`config.mk`:
```
export PLATFORM = sky130hd
export DESIGN_NAME = gray_stream_gen_flat
export DESIGN_NICKNAME = d
export VERILOG_FILES = /design/src/rtl/gray_stream_gen_if.sv /design/src/rtl/gray_stream_gen.sv /design/src/flat_wrapper.sv
export SDC_FILE = /design/constraint.sdc
export NUM_CORES = 1
export LEC_CHECK = 0
export ABC_AREA = 1
export BUFFER_PORTS_ARGS = -buffer_cell sky130_fd_sc_hd__buf_4
export CELL_PAD_IN_SITES_DETAIL_PLACEMENT = 0
export CELL_PAD_IN_SITES_GLOBAL_PLACEMENT = 1
export CORE_ASPECT_RATIO = 1.5
export CORE_MARGIN = 3
export CORE_UTILIZATION = 37
export DETAILED_ROUTE_END_ITERATION = 8
export PLACE_DENSITY = 0.77
export SETUP_SLACK_MARGIN = 0.02
export SYNTH_ARGS = -nofsm -noshare
export SYNTH_HDL_FRONTEND = slang
export SYNTH_SLANG_ARGS = --single-unit
```
`constraint.sdc`:
```
create_clock -name clk -period 1.5 [get_ports clk]
set_clock_uncertainty 0.05 [all_clocks]
set_input_delay 0.225 -clock clk [delete_from_list [all_inputs] [get_ports clk]]
set_output_delay 0.225 -clock clk [all_outputs]
set_load 0.01 [all_outputs]
```
`src/rtl/gray_stream_gen_if.sv`:
```
// gray_stream_gen_if
//   Control and output-slot bundle for the Gray-code stream source.
//   master modport : the generator (consumes controls, drives the slot)
//   slave  modport : the environment/downstream converter
//
//   en        permits emission of the next code
//   up        direction sampled at emission (1 = increment, 0 = decrement)
//   load      synchronous load strobe for the next code
//   load_bin  binary value emitted next after a load
//   out_ready downstream accepts the slot this cycle
//   out_valid slot holds an un-accepted code
//   gray_out  Gray code in the slot
//   bin_out   binary value of the slot
//   wrap      slot code is the last before wrap-around in its direction
interface gray_stream_gen_if #(
  parameter int WIDTH = 4
);
  logic             en;
  logic             up;
  logic             load;
  logic [WIDTH-1:0] load_bin;
  logic             out_ready;
  logic             out_valid;
  logic [WIDTH-1:0] gray_out;
  logic [WIDTH-1:0] bin_out;
  logic             wrap;

  modport master (
    input  en,
    input  up,
    input  load,
    input  load_bin,
    input  out_ready,
    output out_valid,
    output gray_out,
    output bin_out,
    output wrap
  );

  modport slave (
    output en,
    output up,
    output load,
    output load_bin,
    output out_ready,
    input  out_valid,
    input  gray_out,
    input  bin_out,
    input  wrap
  );
endinterface

```
`src/rtl/gray_stream_gen.sv`:
```
// gray_stream_gen
//   Sequential Gray-code source feeding the binary/Gray converter stage.
//   An internal binary counter (nxt) supplies the next code; each emission
//   registers the code in Gray and binary form into a single valid/ready
//   output slot together with a wrap flag.
//
//   clk    rising-edge clock
//   rst_n  asynchronous active-low reset
//   bus    gray_stream_gen_if master: en, up, load, load_bin, out_ready in;
//          out_valid, gray_out, bin_out, wrap out
//
//   state | meaning
//   ------+-------------------------------------------------
//   EMPTY | no pending code, out_valid = 0
//   FULL  | slot holds an un-accepted code, slot regs frozen
//
//   WIDTH legal range is 2 to 16.
module gray_stream_gen #(
  parameter int WIDTH = 4
) (
  input  logic               clk,
  input  logic               rst_n,
  gray_stream_gen_if.master  bus
);

  typedef enum logic {
    EMPTY = 1'b0,
    FULL  = 1'b1
  } state_t;

  localparam logic [WIDTH-1:0] ONE = WIDTH'(1);

  state_t           state_q;
  state_t           state_d;
  logic [WIDTH-1:0] nxt_q;
  logic [WIDTH-1:0] bin_q;
  logic [WIDTH-1:0] gray_q;
  logic             wrap_q;

  logic             full;
  logic             xfer;
  logic             free;
  logic             emit;
  logic             wrap_d;
  logic [WIDTH-1:0] nxt_step;

  assign full = (state_q == FULL);
  assign xfer = full & bus.out_ready;
  assign free = !full | bus.out_ready;
  // load owns the cycle: it rewrites nxt, so nothing may be emitted from it.
  assign emit = bus.en & free & !bus.load;

  // wrap marks the final code before the counter rolls over in the
  // direction used for this emission.
  assign wrap_d   = bus.up ? (nxt_q == {WIDTH{1'b1}}) : (nxt_q == '0);
  assign nxt_step = bus.up ? (nxt_q + ONE) : (nxt_q - ONE);

  // State register
  always_ff @(posedge clk or negedge rst_n) begin
    if (!rst_n) begin
      state_q <= EMPTY;
    end else begin
      state_q <= state_d;
    end
  end

  // Next-state logic. An emission refills the slot even when it is being
  // accepted in the same cycle, which gives back-to-back throughput.
  always_comb begin
    state_d = state_q;
    if (emit) begin
      state_d = FULL;
    end else if (xfer) begin
      state_d = EMPTY;
    end
  end

  // Output logic
  always_comb begin
    bus.out_valid = full;
    bus.gray_out  = gray_q;
    bus.bin_out   = bin_q;
    bus.wrap      = wrap_q;
  end

  // Counter and slot datapath. Slot registers only move on emission, so
  // they hold while stalled and keep their last contents after a transfer.
  always_ff @(posedge clk or negedge rst_n) begin
    if (!rst_n) begin
      nxt_q  <= '0;
      bin_q  <= '0;
      gray_q <= '0;
      wrap_q <= 1'b0;
    end else begin
      if (bus.load) begin
        nxt_q <= bus.load_bin;
      end else if (emit) begin
        nxt_q <= nxt_step;
      end
      if (emit) begin
        bin_q  <= nxt_q;
        gray_q <= nxt_q ^ (nxt_q >> 1);
        wrap_q <= wrap_d;
      end
    end
  end

endmodule

```
`src/flat_wrapper.sv`:
```
// flat-port wrapper written by rule: the top's interface ports become plain ports
module gray_stream_gen_flat 
#(
  parameter int WIDTH = 4
)
  (clk, rst_n, bus_en, bus_up, bus_load, bus_load_bin, bus_out_ready, bus_out_valid, bus_gray_out, bus_bin_out, bus_wrap);
  gray_stream_gen_if #(.WIDTH(WIDTH)) bus_i ();
  input  logic clk;
  input  logic rst_n;
  input wire logic [$bits(bus_i.en)-1:0] bus_en;
  input wire logic [$bits(bus_i.up)-1:0] bus_up;
  input wire logic [$bits(bus_i.load)-1:0] bus_load;
  input wire logic [$bits(bus_i.load_bin)-1:0] bus_load_bin;
  input wire logic [$bits(bus_i.out_ready)-1:0] bus_out_ready;
  output wire logic [$bits(bus_i.out_valid)-1:0] bus_out_valid;
  output wire logic [$bits(bus_i.gray_out)-1:0] bus_gray_out;
  output wire logic [$bits(bus_i.bin_out)-1:0] bus_bin_out;
  output wire logic [$bits(bus_i.wrap)-1:0] bus_wrap;
  assign bus_i.en = bus_en;
  assign bus_i.up = bus_up;
  assign bus_i.load = bus_load;
  assign bus_i.load_bin = bus_load_bin;
  assign bus_i.out_ready = bus_out_ready;
  assign bus_out_valid = bus_i.out_valid;
  assign bus_gray_out = bus_i.gray_out;
  assign bus_bin_out = bus_i.bin_out;
  assign bus_wrap = bus_i.wrap;
  gray_stream_gen #(.WIDTH(WIDTH)) u_core (.clk(clk), .rst_n(rst_n), .bus(bus_i));
endmodule
```
After elaboration in Yosys (flattened, before gate mapping)
Cells that the tools add are included.
{"block": "classes", "bitwise": 5, "eq_ne": 1, "add_sub_neg": 2, "muxes": 6, "reduce_logical": 5}
{"operator": "$mux W4", "n": 3}
{"operator": "$add A4 B1 Y4 const B", "n": 1}
{"operator": "$eq A4 B4 Y1 const B", "n": 1}
{"operator": "$logic_not A4 Y1", "n": 1}
{"operator": "$reduce_bool A2 Y1", "n": 2}
{"operator": "$sub A4 B1 Y4 const B", "n": 1}
{"operator": "$xor A4 B3 Y4", "n": 1}
{"operator": "$and A1 B1 Y1", "n": 3}
{"operator": "$mux W1", "n": 3}
{"operator": "$logic_not A1 Y1", "n": 2}
{"operator": "$or A1 B1 Y1", "n": 1}
{"block": "totals", "register_bits": 14, "in_bits": 10, "output_inout_bits": 10}

Depth between registers and ports, before layout
Gate-level depths: netlist of run 1.
{"block": "logic_depth", "word_depth": 6, "mapped_depth": 8, "ltp_nobuf": 7}

Worst setup path before layout of run 1
OpenSTA, ideal clock, no wires.
{"block": "synth_timing", "kind": "register to register", "startpoint": "register u_core.nxt_q[0]", "endpoint": "register u_core.nxt_q[2]", "setup_slack_ps": 255, "path_stages_with_launch": 5, "arrival_ps": 1064, "period_less_slack_ps": 1245, "n_path_buf": 0, "required_time_ps": 1319, "setup_ps": 131, "cell_sequence": "dfrtp_1 -> fa_1 -> xor2_1 -> nand2_1 -> o211ai_1"}
{"block": "synth_between", "elab_chain_len": 4, "word_cells_on_any_way": 5, "classes_between": "2 x add/sub; 3 x mux"}
{"item": "from (decl)", "line": "gray_stream_gen.sv:35", "source": "logic [WIDTH-1:0] nxt_q;"}
{"item": "from (signal assigned)", "line": "gray_stream_gen.sv:96", "source": "nxt_q <= bus.load_bin;"}
{"item": "from (signal assigned)", "line": "gray_stream_gen.sv:98", "source": "nxt_q <= nxt_step;"}
{"item": "$sub A4 B1 Y4 / $add A4 B1 Y4 (equally long branches)", "line": "gray_stream_gen.sv:56", "source": "assign nxt_step = bus.up ? (nxt_q + ONE) : (nxt_q - ONE);"}
{"item": "$mux W4 (*)", "line": "gray_stream_gen.sv:56"}
{"item": "$mux W4 (*)", "line": "gray_stream_gen.sv:97", "source": "end else if (emit) begin"}
{"item": "$mux W4 (*)", "line": "gray_stream_gen.sv:95", "source": "if (bus.load) begin"}
Mark *: on every way between the ends. The rest lies on a longest branch, timed or not. The select of a mux whose other input is x is not followed.
A chain may end at the register's enable or synchronous reset.

Worst setup path in the final report of run 1
{"block": "layout_timing", "startpoint": "register u_core.nxt_q[2]", "endpoint": "register u_core.nxt_q[3]"}
Same word-level chain as after synthesis.

==> impl_metrics.env, run 1 <==
export IMPL_status="finished, final reports clean"
export IMPL_worstPathRequired_ns=1.64
export IMPL_h_tree_depth=1
export IMPL_yosysMostFrequentCell="nand2_1"
export IMPL_grtUsageTotal_pct=13.4
export IMPL_p_leak_nw=0.520
export IMPL_io_pins=20
export IMPL_max_slew_margin_pct=84.0
export IMPL_synth_area_per_cell_um2=8.88
export IMPL_min_path_cells=3
export IMPL_yosys_area_top_type="dfrtp_1"
export IMPL_ys_seq_area_share_pct=43.6
export IMPL_maxCapViolCount=0
export IMPL_synth_common_cells="30 x nand2_1, 13 x dfrtp_1, 9 x inv_1, 6 x ha_1, 6 x nand3_1"
export IMPL_grt_pass1_wl_um=2500
export IMPL_maxSlewViolCount=0
export IMPL_r2r_start="u_core.nxt_q[2]$_DFFE_PN0P_"
export IMPL_wire_per_inst_um=11.0
export IMPL_synth_top_cell_area_share_pct=43.6
export IMPL_drive_gt1_share_pct=31.5
export IMPL_cts_tree="built"
export IMPL_drcViolationCount=0
export IMPL_clk_pin_slew_worst_paths_ns=0.09
export IMPL_grt_pass1_vias=596
export IMPL_min_from="bus_load_bin[2]"
export IMPL_endpoint_kind="flip-flop"
export IMPL_rsz0062_at_grt="false"
export IMPL_finalCritPeriodShare_pct=89.1
export IMPL_rows=19
export IMPL_p_per_area_mw_per_mm2=1140
export IMPL_top_layer="met4"
export IMPL_async_flop_share_pct=100
export IMPL_vias_per_cell=4.64
export IMPL_synthCells=84
export IMPL_reg2reg_slack_ns=0.16
export IMPL_hold_violations=0
export IMPL_grt_max_degree=14
export IMPL_syn_area_um2=746
export IMPL_insertion_delay_ns=0.29
export IMPL_die_width_um=42.7
export IMPL_cts_inserted_buffers=3
export IMPL_fin_hold_ws_ns=0.115
export IMPL_setup_tns_ns=0
export IMPL_ir_worst_vdd_uv=594
export IMPL_dp_hpwl_um=1120
export IMPL_antenna_left=0
export IMPL_grt_ovfl_total=0
export IMPL_nets=126
export IMPL_start_util_pct=39.7
export IMPL_crit_arrival_ns=1.47
export IMPL_first_pass_iters=4
export IMPL_cts_repair_resize_count=0
export IMPL_hold_end="u_core.nxt_q[2]$_DFFE_PN0P_"
export IMPL_synthFlopType="dfrtp_1"
export IMPL_worstPathMaxFanout=4
export IMPL_dieArea_mm2=0.00260
export IMPL_reg2reg_to="u_core.nxt_q[3]$_DFFE_PN0P_"
export IMPL_synth_edff_count=0
export IMPL_met2WireLength_um=721
export IMPL_die_h_um=61.0
export IMPL_cts_buffer_depth=2
export IMPL_syn_nets=101
export IMPL_hp_class="primary input to flip-flop"
export IMPL_finish_utilization_pct=50.4
export IMPL_ys_ff_latch=13
export IMPL_crit_path_start_kind="flip-flop"
export IMPL_dp_cells=124
export IMPL_yosys_top_cells_area="dfrtp_1 44%, nand2_1 15%, ha_1 10%, o21ai_2 4.7%, inv_1 4.5%"
export IMPL_synthDistinctLibCells=19
export IMPL_yosysWarnings=0
export IMPL_antenna_found_initial=0
export IMPL_path_class="flip-flop to flip-flop"
export IMPL_fin_cells=129
export IMPL_reg2reg_depth=5
export IMPL_fmax_mhz=748
export IMPL_globalplace_congestion=0.787
export IMPL_dp_slack_ns=0.122
export IMPL_areaGrowthSynthToFinish_pct=27.0
export IMPL_num_vias=598
export IMPL_diodes=0
export IMPL_drtIter0Drc=12
export IMPL_worst_slew_pin_slew_ns=0.240
export IMPL_portBuffers=19
export IMPL_worst_slack_ns=0.163
export IMPL_clock_sinks=13
export IMPL_dr_wl_met3_um=76
export IMPL_wirelength_um=1420
export IMPL_fp_coreArea_mm2=0.00188
export IMPL_fin_crit_ns=1.34
export IMPL_wl_met1_um=567
export IMPL_root_buffer="clkbuf_4"
export IMPL_setup_violations=0
[flip-flops by register name (all words and copies together), names as in the netlist]
| signal | flops |
|---|---|
| u_core.bus.wrap | 1 |
| u_core.bus.gray_out | 3 |
| u_core.bus.out_valid | 1 |
| u_core.nxt_q | 4 |
| u_core.bus.bin_out | 4 |
[where the power goes]
| group | internal [mW] | switching, mW |
|---|---|---|
| Combinational | 0.192 | 0.193 |
| Sequential | 0.421 | 0.0500 |
| Clock | 0.103 | 0.124 |
[worst max-delay path: stages (launching register included)]
cell     delay, ns
dfrtp_1       0.43
ha_1          0.33
a21oi_1       0.18
nand3_1       0.10
nand3_1       0.09
nand2_1       0.05
[layout by cell type, fill, tap and decap left out]
cell / instances
clkbuf_4: 3
o21a_1: 1
nand2_4: 1
o211ai_1: 2
o21ai_2: 4
nand2_2: 3
inv_2: 1
nor2_4: 1
fa_1: 1
xor2_1: 1
dfrtp_1: 13
dlygate4sd3_1: 1
inv_1: 9
buf_4: 21
a21oi_1: 1
ha_1: 6
o21ai_0: 1
xnor2_1: 1
clkbuf_1: 1
nand2_1: 30
nand3_1: 6
[worst max-delay path by stage]
stage | from | endpoint | slack [ns] | depth (start not counted)
3_3_place_gp | bus_up | u_core.nxt_q[3]$_DFFE_PN0P_ | 0.14 | 7
5_1_grt | u_core.nxt_q[2]$_DFFE_PN0P_ | u_core.nxt_q[3]$_DFFE_PN0P_ | 0.06 | 5
6_report | u_core.nxt_q[2]$_DFFE_PN0P_ | u_core.nxt_q[3]$_DFFE_PN0P_ | 0.16 | 5
3_5_place_dp | bus_up | u_core.nxt_q[3]$_DFFE_PN0P_ | 0.12 | 7
2_1_floorplan | u_core.nxt_q[0]$_DFFE_PN0P_ | u_core.nxt_q[2]$_DFFE_PN0P_ | 0.26 | 4
4_1_cts | u_core.nxt_q[2]$_DFFE_PN0P_ | u_core.nxt_q[3]$_DFFE_PN0P_ | 0.16 | 5
[through the flow]
stage                     cell area [um2]  total power, mW
after floorplan                       746            0.704
after global placement                911            0.864
after detailed placement              911            0.869
after CTS                             947             1.10
after global routing                  947             1.17
final                                 947             1.08
[metal layers]
layer,global-route usage (%),vias to the layer above
met5,0,-
met4,12.0,0
met3,2.67,5
met2,23.6,16
met1,13.3,265
li1,-,312
[what timing repair did]
item                                   in CTS  in global routing
setup endpoints to repair                   0                  0
hold buffers                                1                  0
endpoints found under the hold margin      13                  0
setup buffers                               0                  0
[logic make-up (layout without fill, tap and decap cells)]
group	count (synthesis)	count (layout)	synth area share (%)
AND/OR/NAND/NOR	41	41	24.7
flip-flops	13	13	43.6
buffers and inverters	12	36	7.55
AO/OA/AOI/OAI	9	9	9.06
adder cells (fa/ha/maj)	7	7	12.8
XOR/XNOR	2	2	2.35
[layout make-up]
cell class	count	area, um2
Multi-Input combinational cell	59	364
Timing Repair Buffer	22	168
Fill cell	201	931
Clock buffer	4	26.3
Tap cell	21	26.3
Sequential cell	13	325
Inverter	10	37.5
Note: power is estimated with default switching activity, not from simulation.
==> inputs of run 2 (changes only) <==
--- a/config.mk
+++ b/config.mk
@@ -5,15 +5,15 @@
 export SDC_FILE = /design/constraint.sdc
 export NUM_CORES = 1
 export LEC_CHECK = 0
-export ABC_AREA = 1
 export BUFFER_PORTS_ARGS = -buffer_cell sky130_fd_sc_hd__buf_4
 export CELL_PAD_IN_SITES_DETAIL_PLACEMENT = 0
 export CELL_PAD_IN_SITES_GLOBAL_PLACEMENT = 1
-export CORE_ASPECT_RATIO = 1.5
+export CORE_ASPECT_RATIO = 0.8
 export CORE_MARGIN = 3
-export CORE_UTILIZATION = 37
+export CORE_UTILIZATION = 38
 export DETAILED_ROUTE_END_ITERATION = 8
-export PLACE_DENSITY = 0.77
+export GPL_ROUTABILITY_DRIVEN = 0
+export PLACE_DENSITY = 0.76
 export SETUP_SLACK_MARGIN = 0.02
 export SYNTH_ARGS = -nofsm -noshare
 export SYNTH_HDL_FRONTEND = slang
==> run 2 against run 1 <==
Effect of this change: critical endpoint is now u_core.nxt_q[2]$_DFFE_PN0P_; clock power fell by 7%; total power rose by 7.3%; sequential power rose by 8.1%; critical path depth fell by 1; combinational power rose by 15%; non-clock buffer count did not move; cell area rose by 1.7%; die area fell by 2.0%.
==> impl_metrics.env, run 2 <==
export IMPL_synthFlopType="dfrtp_1"
export IMPL_clock_sinks=13
export IMPL_fmax_mhz=723
export IMPL_synthCells=66
export IMPL_setup_tns_ns=0
export IMPL_maxCapViolCount=0
export IMPL_die_width_um=55.7
export IMPL_fp_coreArea_mm2=0.00174
export IMPL_seqCellArea_um2=325
export IMPL_wire_per_inst_um=12.3
export IMPL_final_cell_mix="21 x buf_4, 13 x dfrtp_1, 8 x mux2_2, 6 x ha_1, 5 x o21ai_0"
export IMPL_p_leak_nw=0.478
export IMPL_first_pass_iters=2
export IMPL_die_h_um=45.8
export IMPL_diodes=0
export IMPL_power_mw=1.16
export IMPL_wirelength_um=1380
export IMPL_r2r_start="u_core.nxt_q[0]$_DFFE_PN0P_"
export IMPL_grt_max_degree=15
export IMPL_maxSlewViolCount=0
export IMPL_reg2reg_depth=4
export IMPL_syn_nets=83
export IMPL_drive_gt1_share_pct=42.2
export IMPL_worst_slew_pin_slew_ns=0.238
export IMPL_clk_pin_slew_worst_paths_ns=0.07
export IMPL_post_cts_repair_setup_buffers=0
export IMPL_dp_hpwl_um=1090
export IMPL_nets=108
export IMPL_multi_input_area_um2=398
export IMPL_num_vias=534
export IMPL_min_path_cells=3
export IMPL_num_fill_cells=158
export IMPL_synth_top_cell_area_share_pct=43.3
export IMPL_hold_end="u_core.nxt_q[1]$_DFFE_PN0P_"
export IMPL_synth_common_cells="13 x dfrtp_1, 8 x mux2_2, 6 x ha_1, 5 x o21ai_0"
export IMPL_vias_per_cell=4.77
export IMPL_h_tree_depth=1
export IMPL_reg2reg_slack_ns=0.12
export IMPL_hold_violations=0
export IMPL_crit_arrival_ns=1.49
export IMPL_fin_crit_ns=1.38
export IMPL_grt_pass1_vias=509
export IMPL_hp_class="primary input to flip-flop"
export IMPL_start_util_pct=43.1
export IMPL_antenna_left=0
export IMPL_rsz0062_at_grt="false"
export IMPL_cts_inserted_buffers=3
export IMPL_path_class="flip-flop to flip-flop"
export IMPL_max_slew_margin_pct=84.1
export IMPL_root_buffer="clkbuf_4"
export IMPL_reg2reg_to="u_core.nxt_q[2]$_DFFE_PN0P_"
export IMPL_areaGrowthSynthToFinish_pct=28.3
export IMPL_grtUsageTotal_pct=12.9
export IMPL_drcViolationCount=0
export IMPL_ir_worst_vdd_uv=725
export IMPL_cts_tree="built"
export IMPL_syn_area_um2=751
export IMPL_grt_pass1_wl_um=2370
export IMPL_finalCritPeriodShare_pct=92.3
export IMPL_worstPathMaxFanout=5
export IMPL_setup_violations=0
export IMPL_worstPathRequired_ns=1.60
export IMPL_drtIter0Drc=8
export IMPL_status="finished, final reports clean"
export IMPL_insertion_delay_ns=0.27
export IMPL_synth_edff_count=0
export IMPL_p_per_area_mw_per_mm2=1210
export IMPL_yosys_area_top_type="dfrtp_1"
export IMPL_io_pins=20
export IMPL_yosysWarnings=0
export IMPL_async_flop_share_pct=100
export IMPL_crit_path_start_kind="flip-flop"
export IMPL_portBuffers=19
export IMPL_endpoint_kind="flip-flop"
export IMPL_final_common_cell="buf_4"
export IMPL_ys_ff_latch=13
export IMPL_ys_seq_area_share_pct=43.3
export IMPL_yosysMostFrequentCell="dfrtp_1"
export IMPL_synth_area_per_cell_um2=11.4
export IMPL_dieArea_mm2=0.00255
export IMPL_min_from="bus_load_bin[1]"
export IMPL_antenna_found_initial=0
export IMPL_yosys_top_cells_area="dfrtp_1 43%, mux2_2 12%, ha_1 10%, o21ai_0 3.3%, fa_1 2.7%"
export IMPL_grt_ovfl_total=0
export IMPL_cts_buffer_depth=2
export IMPL_synthDistinctLibCells=26
export IMPL_rows=13
[run 2: metrics by stage]
| step | util (%) | setup slack, ns | hold slack (ns) | cell area (um2) | std cells |
|---|---|---|---|---|---|
| finish | 55.4 | 0.116 | 0.110 | 963 | 112 |
| global route | 55.4 | 0.0257 | 0.0962 | 963 | 112 |
| CTS | 55.1 | 0.0434 | 0.101 | 960 | 112 |
| detailed placement | 53.1 | 0.0486 | 0.0324 | 923 | 107 |
| global placement | 53.1 | 0.0716 | 0.0323 | 923 | 107 |
| floorplan | - | 0.0759 | -0.121 | 751 | 66 |
[run 2: worst max-delay path by stage]
stage / slack, ns / depth (start not counted) / to / start
finish: 0.12 / 4 / u_core.nxt_q[2]$_DFFE_PN0P_ / u_core.nxt_q[0]$_DFFE_PN0P_
global route: 0.03 / 5 / u_core.nxt_q[3]$_DFFE_PN0P_ / u_core.nxt_q[1]$_DFFE_PN0P_
CTS: 0.04 / 5 / u_core.nxt_q[3]$_DFFE_PN0P_ / u_core.nxt_q[1]$_DFFE_PN0P_
detailed placement: 0.05 / 7 / u_core.nxt_q[3]$_DFFE_PN0P_ / bus_up
global placement: 0.07 / 7 / u_core.nxt_q[3]$_DFFE_PN0P_ / bus_up
floorplan: 0.08 / 5 / u_core.nxt_q[3]$_DFFE_PN0P_ / u_core.nxt_q[1]$_DFFE_PN0P_
[run 2: cell families after synthesis]
| kind of cell | count (synthesis) | synth area share [%] |
|---|---|---|
| simple gates | 16 | 13.3 |
| flops | 13 | 43.3 |
| compound gates | 10 | 8.33 |
| mux | 10 | 14.7 |
| buf+inv | 7 | 4.17 |
| fa+ha+maj | 7 | 12.7 |
| xor+xnor | 3 | 3.50 |
[run 2: where the power goes]
part           leakage, nW  internal (mW)  switching, mW
sequential           0.158          0.442         0.0663
combinational        0.305          0.253          0.190
clock               0.0150          0.103          0.108
[run 2: area by class of cell]
cell class | count | share of cell area (%)
Timing Repair Buffer | 22 | 17.4
Clock buffer | 4 | 2.73
Sequential cell | 13 | 33.8
Multi-Input combinational cell | 46 | 41.3
Inverter | 5 | 1.95
Tap cell | 22 | 2.86
[run 2: repair_timing]
action,CTS,global route
hold buffers,1,0
endpoints found under the setup margin,0,1
endpoints found under the hold margin,13,0
resized for setup,0,1
[run 2: per-layer routing]
metal  routed length [um]  GRT usage [%]  vias up
met1                  639           15.6      244
li1                     -              -      274
met3                  112           6.23        0
met2                  627           19.8       16
met4                    0           5.83        0
met5                    0              0        -
[run 2: worst max-delay path: stages (launching register included)]
cell,delay (ns)
dfrtp_1,0.44
fa_1,0.42
xor2_1,0.15
mux2i_1,0.12
o21ai_0,0.08
